===== config.mk =====
export PLATFORM = sky130hd
export DESIGN_NAME = ex_hazard_unit
export DESIGN_NICKNAME = d
export VERILOG_FILES = /design/src/rtl/ex_pkg.sv /design/src/rtl/fwd_sel.sv /design/src/rtl/ex_hazard_unit.sv
export SDC_FILE = /design/constraint.sdc
export NUM_CORES = 1
export LEC_CHECK = 0
export ABC_AREA = 1
export CAP_MARGIN = 15
export CORE_MARGIN = 4
export CORE_UTILIZATION = 35
export DETAILED_ROUTE_END_ITERATION = 10
export PLACE_DENSITY_LB_ADDON = 0.3
export SYNTH_ARGS = -nofsm -noshare
export SYNTH_HDL_FRONTEND = slang
export SYNTH_SLANG_ARGS = --single-unit

===== constraint.sdc =====
create_clock -name clk_i -period 1.5 [get_ports clk_i]
set_clock_uncertainty 0.15 [all_clocks]
set_input_delay 0.15 -clock clk_i [delete_from_list [all_inputs] [get_ports clk_i]]
set_output_delay 0.15 -clock clk_i [all_outputs]
set_load 0.005 [all_outputs]

===== src/rtl/ex_pkg.sv =====
// Shared execute-stage definitions: op classes, forward selects and slot records.
// Used by the hazard unit, the decoder and ALU control.
package ex_pkg;

  localparam logic [2:0] OP_R      = 3'd0;
  localparam logic [2:0] OP_I      = 3'd1;
  localparam logic [2:0] OP_LOAD   = 3'd2;
  localparam logic [2:0] OP_STORE  = 3'd3;
  localparam logic [2:0] OP_BRANCH = 3'd4;

  localparam logic [1:0] FWD_RF  = 2'd0;
  localparam logic [1:0] FWD_MEM = 2'd1;
  localparam logic [1:0] FWD_WB  = 2'd2;

  typedef struct packed {
    logic [4:0] rsd;
    logic       wen;
    logic       is_load;
  } mem_slot_t;

  typedef struct packed {
    logic [4:0] rsd;
    logic       wen;
  } wb_slot_t;

  function automatic logic writes_rd(input logic [2:0] op);
    return (op == OP_R) || (op == OP_I) || (op == OP_LOAD);
  endfunction

endpackage


===== src/rtl/fwd_sel.sv =====
// Operand forwarding mux for one ALU source: MEM beats WB beats register file.
// x0 never forwards, and a load sitting in MEM has no data yet so it is skipped.
module fwd_sel
  import ex_pkg::*;
#(
  parameter int XLEN = 32
) (
  input  logic [4:0]      src_i,
  input  logic [XLEN-1:0] rf_data_i,
  input  mem_slot_t       mem_slot_i,
  input  logic [XLEN-1:0] mem_result_i,
  input  wb_slot_t        wb_slot_i,
  input  logic [XLEN-1:0] wb_result_i,
  output logic [XLEN-1:0] op_o,
  output logic [1:0]      fwd_o
);

  logic w_src_nz;
  logic w_mem_hit;
  logic w_wb_hit;

  assign w_src_nz  = (src_i != 5'd0);
  assign w_mem_hit = w_src_nz && mem_slot_i.wen && !mem_slot_i.is_load &&
                     (mem_slot_i.rsd == src_i);
  assign w_wb_hit  = w_src_nz && wb_slot_i.wen && (wb_slot_i.rsd == src_i);

  always_comb begin
    fwd_o = FWD_RF;
    op_o  = rf_data_i;
    if (w_mem_hit) begin
      fwd_o = FWD_MEM;
      op_o  = mem_result_i;
    end else if (w_wb_hit) begin
      fwd_o = FWD_WB;
      op_o  = wb_result_i;
    end
  end

endmodule


===== src/rtl/ex_hazard_unit.sv =====
// Execute-stage hazard unit: tracks MEM/WB destinations, forwards ALU operands,
// and raises a one-cycle stall plus bubble on a load-use dependency.
module ex_hazard_unit
  import ex_pkg::*;
#(
  parameter int XLEN  = 32,
  parameter int CNT_W = 16
) (
  input  logic             clk_i,
  input  logic             rst_i,
  input  logic [4:0]       id_rs1_i,
  input  logic [4:0]       id_rs2_i,
  input  logic             id_uses_rs2_i,
  input  logic [4:0]       ex_rs1_i,
  input  logic [4:0]       ex_rs2_i,
  input  logic [4:0]       ex_rsd_i,
  input  logic [2:0]       ex_Op_i,
  input  logic             ex_valid_i,
  input  logic [XLEN-1:0]  ex_rs1_data_i,
  input  logic [XLEN-1:0]  ex_rs2_data_i,
  input  logic [XLEN-1:0]  mem_result_i,
  input  logic [XLEN-1:0]  wb_result_i,
  output logic [XLEN-1:0]  op_a_o,
  output logic [XLEN-1:0]  op_b_o,
  output logic [1:0]       fwd_a_o,
  output logic [1:0]       fwd_b_o,
  output logic             stall_o,
  output logic             bubble_o,
  output logic [CNT_W-1:0] stall_cnt_o
);

  mem_slot_t        r_mem;
  wb_slot_t         r_wb;
  logic [CNT_W-1:0] r_stall_cnt;
  logic             w_load_use;
  logic             w_id_hit;

  always_ff @(posedge clk_i or negedge rst_i) begin
    if (!rst_i) begin
      r_mem <= '0;
      r_wb  <= '0;
    end else begin
      r_mem.rsd     <= ex_rsd_i;
      r_mem.wen     <= ex_valid_i && writes_rd(ex_Op_i);
      r_mem.is_load <= (ex_Op_i == OP_LOAD);
      r_wb.rsd      <= r_mem.rsd;
      r_wb.wen      <= r_mem.wen;
    end
  end

  // Gated by rst_i so the stall drops the instant reset is asserted.
  assign w_id_hit   = (ex_rsd_i == id_rs1_i) || (id_uses_rs2_i && (ex_rsd_i == id_rs2_i));
  assign w_load_use = rst_i && ex_valid_i && (ex_Op_i == OP_LOAD) &&
                      (ex_rsd_i != 5'd0) && w_id_hit;

  assign stall_o  = w_load_use;
  assign bubble_o = w_load_use;

  always_ff @(posedge clk_i or negedge rst_i) begin
    if (!rst_i) begin
      r_stall_cnt <= '0;
    end else if (w_load_use && (r_stall_cnt != {CNT_W{1'b1}})) begin
      r_stall_cnt <= r_stall_cnt + CNT_W'(1);
    end
  end

  assign stall_cnt_o = r_stall_cnt;

  fwd_sel #(.XLEN(XLEN)) u_fwd_a (
    .src_i        (ex_rs1_i),
    .rf_data_i    (ex_rs1_data_i),
    .mem_slot_i   (r_mem),
    .mem_result_i (mem_result_i),
    .wb_slot_i    (r_wb),
    .wb_result_i  (wb_result_i),
    .op_o         (op_a_o),
    .fwd_o        (fwd_a_o)
  );

  fwd_sel #(.XLEN(XLEN)) u_fwd_b (
    .src_i        (ex_rs2_i),
    .rf_data_i    (ex_rs2_data_i),
    .mem_slot_i   (r_mem),
    .mem_result_i (mem_result_i),
    .wb_slot_i    (r_wb),
    .wb_result_i  (wb_result_i),
    .op_o         (op_b_o),
    .fwd_o        (fwd_b_o)
  );

endmodule


==> results.cfg <==
[timing]
slew_headroom = 0.7486
timing.final.ws_setup_ns = -0.7914
period_share = 1.528
finalSetupViolations = 84
max_freq_mhz = 436.4
finalCriticalPeriod_ns = 2.291
worst_hold_slack_ns = -0.01935
drv_slew = 0
hold_viol_final = 2
rsz0062_at_grt = yes
worst_pin_slew_ns = 0.3771

[logic_synthesis]
synth-edff-count = 0
synth_common_cells = 296 x nand2_1, 145 x nand3_1, 132 x inv_1
avgSynthCellArea_um2 = 5.336
synth_cell_types = 29
synth_ff_type = dfrtp_1
synth_seq_area_share = 0.1816
synth_cells = 749
ys_ff_latch = 29
synth_warnings = 0
netlist_top_cells_area = nand2_1 28%, dfrtp_1 18%, nand3_1 18%, inv_1 12%, nand4_1 3.8%
synth-async-reset-ratio = 1.000
synth_top_cell_area_share = 0.2780
synth.most_common_cell = nand2_1
post-synth-top-area-cell = nand2_1
synth_nets = 910
syn_area_um2 = 3996

[cts]
clk_pin_slew_worst_paths_ns = 0.05
clkSinkCount = 29
cts_root_buffer = clkbuf_16
clk_latency_ns = 0.28
ctsHtreeMaxLevel = 2
numCtsBuffers = 5
cts_tree = built
cts_buffer_depth = 2

[global_route]
grt_pass1_vias = 6052
overflow = 0
grt_use_total = 0.2933
grt_max_degree = 30
grt_pass1_wl_um = 31220
antenna_found_initial = 4

[min_path]
hold_class = in2reg
hp-start = ex_rsd_i[4]

[floorplanning]
start_util = 0.3639
io-pin-count = 246
dieArea_um2 = 13190
die_y_um = 114.9
dieWidth_um = 114.9
core_area_um2 = 10980
rows = 38

[status]
failed_checks = hold timing, setup timing
status = finished with violations

[flow_run]
drv_cap = 0

[placed_design]
io_buffer_count = 245
place_congestion = 1.001
dp_hpwl_um = 14050
place_inst = 1163

[routing]
wl_per_cell_um = 18.93
viasPerCell = 5.367
drc_errors = 0
drtIter0Drc = 663
routed_wl_um = 23540
via_count = 6671
drtPass1Iterations = 5
antenna_left = 0

[power]
p_leak_nw = 4.780
ir_drop_v = 0.0006305
power.density_nw_per_um2 = 380.1
finalPower_mw = 3.305

[worst_setup_path]
crit_required_ns = 1.20
cp-end-kind = primary output
r2r_start = stall_cnt_o[7]
worstPathCellList = inv_1, nand2_1, nand4_1, nor2_2, nand2_2, buf_4, buf_6, buf_12, nand3_1, nand2_1, buf_2
crit_type = reg2out
slowest_stage = dfrtp_1
worst_setup_path_start_kind = flop
crit_arrival_ns = 1.99
path_max_fanout = 12
path_common_cell = nand2_1
slowest_delay_ns = 0.42
startpoint = r_mem[5]

[layout]
fin_nets = 1259
final_layout_size_suffix_gt1_frac = 0.3876
area_growth_pct = 117.6
regArea_um2 = 732.0
instances_no_fill = 1243
multi_input_area_um2 = 3364
fill_cells = 742
-- critical path, delay by kind of cell, from the launching register on --
kind / cells / cell delay (ns)
AND/OR/NAND/NOR: 6 / 0.62
flip-flops: 1 / 0.42
buffers and inverters: 5 / 0.66
-- sequential cells by signal (all words and copies together), names as in the netlist --
name	flops
stall_cnt_o	16
r_wb	6
r_mem	7
-- cells in the final DEF (no fill, tap or decap), types with 5 or more instances in the layout --
cell | Yosys | layout
nand3_1 | 145 | 85
buf_6 | 3 | 46
buf_4 | 4 | 63
nor2_2 | 3 | 7
nand2_4 | 0 | 20
nand3_2 | 2 | 52
nand2_1 | 296 | 210
nand3_4 | 1 | 11
dfrtp_1 | 29 | 24
buf_12 | 1 | 11
buf_8 | 0 | 8
nand4_1 | 24 | 24
clkdlybuf4s50_1 | 0 | 133
dfrtp_2 | 0 | 5
clkbuf_16 | 0 | 9
dlygate4sd2_1 | 0 | 35
buf_2 | 29 | 56
nor2_1 | 29 | 17
buf_16 | 0 | 9
inv_1 | 132 | 124
nor2_4 | 4 | 12
nand2_2 | 13 | 79
inv_2 | 7 | 11
xnor2_1 | 10 | 6
-- layout make-up --
cell class,instances,area share
well taps,140,0.02015
clock buffers,7,0.01756
diodes,4,0.001151
clock inverters,1,0.0005756
flip-flops and latches,29,0.08418
repair buffers,378,0.4274
multi-input cells,545,0.3870
inverters,139,0.06202
-- layer usage --
metal  vias to the layer above  GRT usage  wire length (um)
li1                       3020          -                 -
met1                      3041     0.3548              8210
met2                       469     0.5089             11450
met3                       141    0.06000              2291
met4                         0     0.1150              1583
met5                         -          0                 0
-- timing repair --
item,CTS,global route
gates resized for setup,451,192
endpoints found under the hold margin,30,1
cloned,11,4
setup endpoints to repair,102,86
buffers inserted,52,11
pin swaps,51,82
hold buffers,2,1
-- metrics by stage --
step / TNS, ns / hold WS, ns / setup slack, ns / cell area [um^2] / util
6_report: -49.03 / -0.01935 / -0.7914 / 8695 / 0.7916
5_1_grt: -54.81 / -0.007115 / -0.8548 / 8695 / 0.7916
4_1_cts: -42.97 / 0.05385 / -0.7502 / 7896 / 0.7190
3_5_place_dp: -72.38 / 0.2249 / -1.018 / 6982 / 0.6357
3_3_place_gp: -71.66 / 0.2163 / -1.017 / 6982 / 0.6357
2_1_floorplan: -0.4668 / -0.2956 / -0.01536 / 4044 / -
-- report_power, final --
| part | switching (mW) | leakage, nW | internal [mW] |
|---|---|---|---|
| logic | 0.661 | 4.33 | 0.757 |
| clock network | 0.358 | 0.0799 | 0.701 |
| registers | 0.0219 | 0.373 | 0.806 |
| total | 1.04 | 4.78 | 2.26 |
-- kinds of logic (layout without fill, tap and decap cells) --
logic type | after synthesis | in the layout | share of synthesized area
compound gates | 7 | 7 | 0.01190
xor+xnor | 13 | 13 | 0.02849
simple gates | 523 | 524 | 0.5870
buf+inv | 176 | 525 | 0.1879
other cells | 0 | 4 | 0
flops | 29 | 29 | 0.1816
fa+ha+maj | 1 | 1 | 0.003130
-- final timing paths --
| check | endpoint | slack, ns | cells after the start |
|---|---|---|---|
| setup / recovery | op_b_o[23] | -0.79 | 11 |
| hold / removal | r_mem[6] | -0.02 | 2 |
| setup reg to reg | stall_cnt_o[14] | -0.09 | 7 |
| hold reg to reg | r_wb[0] | 0.28 | 0 |
| max in group asynchronous | r_mem[6] | 0.43 | 3 |
| min in group asynchronous | stall_cnt_o[1] | 0.47 | 3 |
No activity file was read; power rests on OpenSTA's default activity.
